File: src/rtl/rtc_calendar_core.sv
// BCD real-time clock/calendar register bank: holds date and time, advances once per
// tick_1hz with full second-to-year rollover, and loads edited fields while edit_active.
module rtc_calendar_core #(
  parameter logic [15:0] RST_YEAR  = 16'h2024,
  parameter logic [7:0]  RST_MONTH = 8'h01,
  parameter logic [7:0]  RST_DAY   = 8'h01
) (
  input  logic        clk,
  input  logic        rst,
  input  logic        tick_1hz,
  input  logic        edit_active,
  input  logic [15:0] year_bcd_in,
  input  logic [7:0]  month_bcd_in,
  input  logic [7:0]  day_bcd_in,
  input  logic [7:0]  hour_bcd_in,
  input  logic [7:0]  minute_bcd_in,
  input  logic [7:0]  second_bcd_in,
  output logic [15:0] year_bcd_out,
  output logic [7:0]  month_bcd_out,
  output logic [7:0]  day_bcd_out,
  output logic [7:0]  hour_bcd_out,
  output logic [7:0]  minute_bcd_out,
  output logic [7:0]  second_bcd_out,
  output logic        sec_strobe,
  output logic        day_strobe
);

  localparam int unsigned YW = 16;
  localparam int unsigned FW = 8;

  logic [YW-1:0] year_q, year_d;
  logic [FW-1:0] month_q, month_d;
  logic [FW-1:0] day_q, day_d;
  logic [FW-1:0] hour_q, hour_d;
  logic [FW-1:0] minute_q, minute_d;
  logic [FW-1:0] second_q, second_d;
  logic          sec_stb_q, sec_stb_d;
  logic          day_stb_q, day_stb_d;

  logic [FW-1:0] dim_in;
  logic [FW-1:0] dim_cur;

  // Divisible-by-4 test on a BCD digit pair without converting to binary.
  function automatic logic mod4_bcd(input logic [7:0] p);
    logic [3:0] t;
    logic [3:0] u;
    t = p[7:4];
    u = p[3:0];
    if (!t[0]) return (u == 4'h0) || (u == 4'h4) || (u == 4'h8);
    else       return (u == 4'h2) || (u == 4'h6);
  endfunction

  function automatic logic is_leap(input logic [15:0] y);
    return mod4_bcd(y[7:0]) && ((y[7:0] != 8'h00) || mod4_bcd(y[15:8]));
  endfunction

  function automatic logic [7:0] days_in_month(input logic [7:0] m, input logic [15:0] y);
    case (m)
      8'h04, 8'h06, 8'h09, 8'h11: return 8'h30;
      8'h02:                      return is_leap(y) ? 8'h29 : 8'h28;
      default:                    return 8'h31;
    endcase
  endfunction

  function automatic logic [7:0] inc2(input logic [7:0] v);
    if (v[3:0] == 4'h9) return {4'(v[7:4] + 4'h1), 4'h0};
    else                return {v[7:4], 4'(v[3:0] + 4'h1)};
  endfunction

  // Four-digit BCD increment; 9999 wraps to 0000 through the digit carries.
  function automatic logic [15:0] inc4(input logic [15:0] v);
    logic [15:0] r;
    logic        carry;
    r     = v;
    carry = 1'b1;
    for (int i = 0; i < 4; i++) begin
      if (carry) begin
        if (v[i*4 +: 4] == 4'h9) begin
          r[i*4 +: 4] = 4'h0;
        end else begin
          r[i*4 +: 4] = 4'(v[i*4 +: 4] + 4'h1);
          carry       = 1'b0;
        end
      end
    end
    return r;
  endfunction

  assign dim_in  = days_in_month(month_bcd_in, year_bcd_in);
  assign dim_cur = days_in_month(month_q, year_q);

  // Next-state: edit load with day clamp, or one-tick ripple through all fields.
  always_comb begin
    year_d    = year_q;
    month_d   = month_q;
    day_d     = day_q;
    hour_d    = hour_q;
    minute_d  = minute_q;
    second_d  = second_q;
    sec_stb_d = 1'b0;
    day_stb_d = 1'b0;
    if (edit_active) begin
      year_d   = year_bcd_in;
      month_d  = month_bcd_in;
      day_d    = (day_bcd_in > dim_in) ? dim_in : day_bcd_in;
      hour_d   = hour_bcd_in;
      minute_d = minute_bcd_in;
      second_d = second_bcd_in;
    end else if (tick_1hz) begin
      sec_stb_d = 1'b1;
      if (second_q != 8'h59) begin
        second_d = inc2(second_q);
      end else begin
        second_d = 8'h00;
        if (minute_q != 8'h59) begin
          minute_d = inc2(minute_q);
        end else begin
          minute_d = 8'h00;
          if (hour_q != 8'h23) begin
            hour_d = inc2(hour_q);
          end else begin
            hour_d    = 8'h00;
            day_stb_d = 1'b1;
            if (day_q != dim_cur) begin
              day_d = inc2(day_q);
            end else begin
              day_d = 8'h01;
              if (month_q != 8'h12) begin
                month_d = inc2(month_q);
              end else begin
                month_d = 8'h01;
                year_d  = inc4(year_q);
              end
            end
          end
        end
      end
    end
  end

  always_ff @(posedge clk or posedge rst) begin
    if (rst) begin
      year_q    <= RST_YEAR;
      month_q   <= RST_MONTH;
      day_q     <= RST_DAY;
      hour_q    <= 8'h00;
      minute_q  <= 8'h00;
      second_q  <= 8'h00;
      sec_stb_q <= 1'b0;
      day_stb_q <= 1'b0;
    end else begin
      year_q    <= year_d;
      month_q   <= month_d;
      day_q     <= day_d;
      hour_q    <= hour_d;
      minute_q  <= minute_d;
      second_q  <= second_d;
      sec_stb_q <= sec_stb_d;
      day_stb_q <= day_stb_d;
    end
  end

  assign year_bcd_out   = year_q;
  assign month_bcd_out  = month_q;
  assign day_bcd_out    = day_q;
  assign hour_bcd_out   = hour_q;
  assign minute_bcd_out = minute_q;
  assign second_bcd_out = second_q;
  assign sec_strobe     = sec_stb_q;
  assign day_strobe     = day_stb_q;

endmodule

File: config.mk
export PLATFORM = sky130hd
export DESIGN_NAME = rtc_calendar_core
export DESIGN_NICKNAME = d
export VERILOG_FILES = /design/src/rtl/rtc_calendar_core.sv
export SDC_FILE = /design/constraint.sdc
export NUM_CORES = 1
export LEC_CHECK = 0
export ABC_AREA = 1
export BUFFER_PORTS_ARGS = -buffer_cell sky130_fd_sc_hd__buf_2
export CAP_MARGIN = 20
export CORE_ASPECT_RATIO = 1.2
export CORE_MARGIN = 4
export CORE_UTILIZATION = 48
export DETAILED_ROUTE_END_ITERATION = 6
export GPL_TIMING_DRIVEN = 0
export MAX_ROUTING_LAYER = met4
export PLACE_DENSITY = 0.83
export SETUP_SLACK_MARGIN = 0.3
export SYNTH_ARGS = -nofsm -noshare
export SYNTH_HDL_FRONTEND = slang
export SYNTH_SLANG_ARGS = --single-unit
File: constraint.sdc
create_clock -name clk -period 2 [get_ports clk]
set_input_delay 0 -clock clk [delete_from_list [all_inputs] [get_ports clk]]
set_output_delay 0 -clock clk [all_outputs]
set_load 0.05 [all_outputs]
; ---- Word-level counts from Yosys, hierarchy flattened
; Cells that the tools add are included.
[word_totals]
register_bits = 58
[op_classes]
addsub = 14
order_cmp = 1
n_eq_ne = 50
mux = 90
reduce_logical = 41
[ops]
columns = cell, count
row1 = two-way mux 8 bit, 31
row2 = two-way mux 16 bit, 7
row3 = "adder 4 x 1 -> 4 bit, second input constant", 14
row4 = "== test 4 bit, second input constant", 13
row5 = two-way mux 1 bit, 43
row6 = "== test 4 x 3 -> 1 bit, second input constant", 8
row7 = "== test 8 x 3 -> 1 bit, second input constant", 4
row8 = two-way mux 4 bit, 7
row9 = AND reduction 7 bit, 3
row10 = case mux 5 bit (2 select lines), 2
row11 = "== test 4 x 2 -> 1 bit, second input constant", 4
row12 = "== test 8 x 2 -> 1 bit, second input constant", 2
row13 = "== test 8 x 4 -> 1 bit, second input constant", 2
row14 = "== test 8 x 5 -> 1 bit, second input constant", 2
row15 = logical NOT 4 bit, 4
row16 = "inequality test 8 x 7 -> 1 bit, second input constant", 2
row17 = nonzero test 8 bit, 2
row18 = "inequality test 3 x 2 -> 1 bit, second input constant", 5
row19 = logical OR 1 bit, 14
row20 = AND reduction 6 bit, 2
row21 = "inequality test 2 bit, second input constant", 5
row22 = AND reduction 5 bit, 2
row23 = greater-than comparator 8 bit, 1
row24 = "inequality test 8 x 5 -> 1 bit, second input constant", 1
row25 = 8 further kinds, 16

; ---- Logic depth before layout (Yosys ltp)
[logic_depth]
depth_word = 40
mapped_depth = 17
depth_no_buf = 17

; ---- Least setup slack after synthesis
; Ideal clock, no wire load.
[synth_timing]
path_type = reg2reg
start = reg second_q[0], in the netlist second_bcd_out[0]
end = reg month_q[1], in the netlist month_bcd_out[1]
setup_time_ps = 120
t_arrival_ps = 2086
required_ps = 1880
slack_ps = -206
stages_incl_launch_ff = 16
path_buffers = 1
period_less_slack_ps = 2206
path_cell_list = dfrtp_1 -> ha_1 -> nand2_1 -> nor2_2 -> inv_2 -> nor2_4 -> nor2_4 -> nor2_8 -> inv_4 -> nor2_8 -> nand2_4 -> clkinv_8 -> buf_12 -> nand2_4 -> nand2_1 -> nand2_1
[synth_between]
elab_chain_cells = 3
[synth_lines]
columns = element, line_no
row1 = from (decl), 36  ; logic [FW-1:0] second_q, second_d;
row2 = from (signal assigned), 157  ; second_q <= second_d;
row3 = inequality test 8 x 7 -> 1 bit, 111  ; if (second_q != 8'h59) begin
row4 = inequality test 2 bit (no line), n/a
row5 = AND reduction 5 bit (no line), n/a
row6 = to (signal assigned), 153  ; month_q <= month_d;
row7 = to (decl), 32  ; logic [FW-1:0] month_q, month_d;
; Every way passes these cells.
; A chain may end at the register's enable or synchronous reset.

; ---- Final worst setup path
[layout_timing]
start = reg month_q[1], in the netlist month_bcd_out[1]
end = reg month_q[3], in the netlist month_bcd_out[3]
[layout_between]
elab_chain_cells = 9
elab_cells_between_ends = 21
cone_classes = add/sub: 1 / eq/ne: 9 / mux: 9 / reduce/logical: 2
[layout_lines]
columns = element, line_no
row1 = adder 4 x 1 -> 4 bit / == test 4 bit (equally long branches), "67, 66"
row2 = two-way mux 8 bit, 66  ; if (v[3:0] == 4'h9) return {4'(v[7:4] + 4'h1), 4'h0};
row3 = two-way mux 8 bit, 128  ; if (month_q != 8'h12) begin
row4 = two-way mux 8 bit, 124  ; if (day_q != dim_cur) begin
row5 = two-way mux 8 bit, 119  ; if (hour_q != 8'h23) begin
row6 = two-way mux 8 bit, 115  ; if (minute_q != 8'h59) begin
row7 = two-way mux 8 bit, 111
row8 = two-way mux 8 bit, 109  ; end else if (tick_1hz) begin
row9 = two-way mux 8 bit, 102  ; if (edit_active) begin
; Parallel ways exist; a longest one is shown, timed or not. The select of a mux whose other input is x is not followed.

==> reports/summary.txt <==
Reg-to-reg startpoint: month_bcd_out[1]$_DFFE_PP0P_
IO Port Bufs: 117
Seq/Total Area, Yosys: 0.337
Max-Cap Viols: 0
Crit path max-delay family: simple AND/OR/NAND/NOR gates
Hold Crit Start: hour_bcd_in[6]
Max-slew violations: 0
Final setup fails: 7
Synth Flop Type: dfrtp_1
Run status: complete, but fails checks
Core ar.: 8700 sq um
Post-synth EDFFs: 0
Die ar.: 10,600 sq um
Fill cells: 624
Layout area overhead: 49.0%
Synthesized area: 4330 sq um
WP data required: 2240 ps
Crit. Startpoint: month_bcd_out[1]$_DFFE_PP0P_
GPL Wtd Cong: 0.956
Post-Synthesis Cells: 580
H-tree Lvls: 3
First drt pass iteration count: 7
DIE HEIGHT: 112 um
Violations in the final reports: negative setup slack
HPWL Detailed: 9.44 mm
Worst hold-check path type: in -> reg
Max_slew headroom: 0.539
Share of cells above drive strength 1: 0.405
Crit path kind: reg -> reg
TritonCTS clock tree: built
Minimum clock period: 2030 ps
Tcrit/Tclk final: 1.02
Dpl ws: -574 ps
Worst-path cell chain: inv_1, nor2_1, nand2_1, nor2_1, nand2_1, nand3_2, nor2_4, nand3_4, buf_12, nand2_8, nand3_1, nand2_2
DIE WIDTH: 94.7 um
Wirelength, routed: 14.9 mm
Initial antenna violation count: 0
Max incr delay on CP: 480 ps
Most common cell after layout, fill and taps aside: buf_2
Via count: 4,990
Final #Nets: 859
Pin count of the biggest net entering global routing: 38
Flop2flop setup slack: -30 ps
Cell area power density: 932 nW/um^2
Startpoint types: flip-flop
Synthesis Warnings: 0
Clk_skew: 7.77 ps
Clock root buffer: clkbuf_8
CTS max path bufs: 2
Setup crit end kind: flip-flop
Antenna Violating Nets Remaining: 0
Most frequent cells in the layout: buf_2, nand2_1, inv_1, o21ai_0
Async SR Flop Fraction: 1.00
Leak: 3.09 nW
Worst slew pin tran: 692 ps
Buf+Inv Stages, Crit Path: 2
Maximum vdd drop: 600 uV
Iteration-0 DRC Markers: 321
DR vias/cell: 5.54
Clk slew on worst S/H paths: 70 ps
Avg Inst Size Synth: 7.46 sq um
Fmax: 0.491 GHz
Worst-path maximum fanout: 7
Synth cell types: 46
All-layer global routing usage: 0.287
WP data arrival: 2280 ps
Initial core utilization: 0.497
Syn Nets: 661
Gr ovfl total: 0
DRC: 0
Hold Vio Cnt, Final: 0
N_diodes: 0
Sink Count: 58
CTS buffer count: 9
Final Cell Area: 6450 sq um
Setup ws final: -35.0 ps
Worst-Skew Late Latency: 360 ps
Vias in the first global route: 5,039
Synth Register Bits: 58
Top Ports: 118
Row count: 37
Drt wl/cell: 16.6 um
Global-route wire length before repair: 23.5 mm
DP Area: 5110 sq um
Min Hold Slack: 3.14 ps
RSZ-0062 raised after global routing: true
Final Core Density: 0.741
Crit-path slowest cell: dfrtp_2
==> cell usage after synthesis (all sizes together), types with 4 or more instances <==
cell type / n / area [sq um]
dfrtp: 53 / 1330
nor2: 51 / 254
inv: 70 / 265
dfstp: 5 / 131
a211oi: 5 / 37.5
a22oi: 8 / 60.1
o21ai: 76 / 392
nand2: 143 / 583
o22ai: 4 / 25.0
clkbuf: 8 / 30.0
nand4: 8 / 50.1
mux2: 6 / 67.6
nor3: 8 / 40.0
nand3: 50 / 335
buf: 4 / 37.5
xnor2: 6 / 52.6
xor2: 15 / 131
a21oi: 21 / 113
ha: 21 / 263
==> kinds of logic (layout without fill, tap and decap cells) <==
kind of cell             Yosys count  after routing  share of synthesized area
buffers and inverters             84            286                     0.0815
XOR/XNOR                          21             21                     0.0425
AND/OR/NAND/NOR                  269            270                      0.306
multiplexers                       6              6                     0.0156
flip-flops                        58             58                      0.337
AO/OA/AOI/OAI                    121            121                      0.157
adder cells (fa/ha/maj)           21             21                     0.0607
==> stage by stage <==
stage | power, W | cells | setup TNS [ps]
3_3_place_gp | 0.00393 | 814 | -20810
5_1_grt | 0.00630 | 900 | -2300
4_1_cts | 0.00579 | 894 | 0
3_5_place_dp | 0.00401 | 815 | -2840
6_report | 0.00601 | 900 | -89.2
2_1_floorplan | 0.00342 | 580 | -152
==> flip-flops by register name (all words and copies together) (netlist names) <==
register        flops
hour_bcd_out        8
second_bcd_out      8
year_bcd_out       16
day_strobe          1
month_bcd_out       8
sec_strobe          1
day_bcd_out         8
minute_bcd_out      8
==> final cells by class <==
class	count	area, sq um	area share
buffer	12	73.8	0.0114
clock inverter	5	125	0.0194
clock buffer	11	141	0.0219
timing repair inverter	1	3.75	0.000582
multi-input combinational	439	2910	0.451
tap	117	146	0.0227
timing repair buffer	185	1270	0.198
sequential	58	1480	0.230
inverter	72	294	0.0456
==> power by group <==
| part | internal [W] | switching [W] | leakage, nW | total (W) |
|---|---|---|---|---|
| clock | 0.000987 | 0.000519 | 0.134 | 0.00151 |
| combinational | 0.000875 | 0.00182 | 2.25 | 0.00270 |
| sequential | 0.00143 | 0.000376 | 0.708 | 0.00181 |
| total | 0.00329 | 0.00272 | 3.09 | 0.00601 |
==> timing repair <==
item                                   in CTS  in global routing
hold buffers                               33                  0
gates cloned                                3                  0
pin swaps                                  31                 30
setup endpoints to repair                  41                 49
setup buffers                              27                  6
endpoints found under the hold margin      53                  0
gates resized for setup                    62                 67
==> worst paths after layout <==
path / to / depth (start not counted)
worst max-delay path: month_bcd_out[3]$_DFFE_PP0P_ / 12
worst min-delay path: hour_bcd_out[6]$_DFFE_PP0P_ / 5
worst max register to register: month_bcd_out[3]$_DFFE_PP0P_ / 12
worst min register to register: year_bcd_out[13]$_DFFE_PP1P_ / 2
max in group asynchronous: year_bcd_out[13]$_DFFE_PP1P_ / 4
min in group asynchronous: minute_bcd_out[6]$_DFFE_PP0P_ / 3
==> worst reg2reg max path, stage by stage (launching register included) <==
cell and delay, ps:
dfrtp_2 480, inv_1 90, nor2_1 170, nand2_1 70
nor2_1 190, nand2_1 140, nand3_2 140, nor2_4 60
nand3_4 170, buf_12 130, nand2_8 80, nand3_1 150
nand2_2 70
==> routing by layer <==
metal	wire length [um]	track usage	part of all wire
met5	0	-	0
met4	565	0.134	0.038
met3	1140	0.0556	0.077
met2	7610	0.483	0.51
met1	5600	0.323	0.38
(Power assumes the default switching activity.)
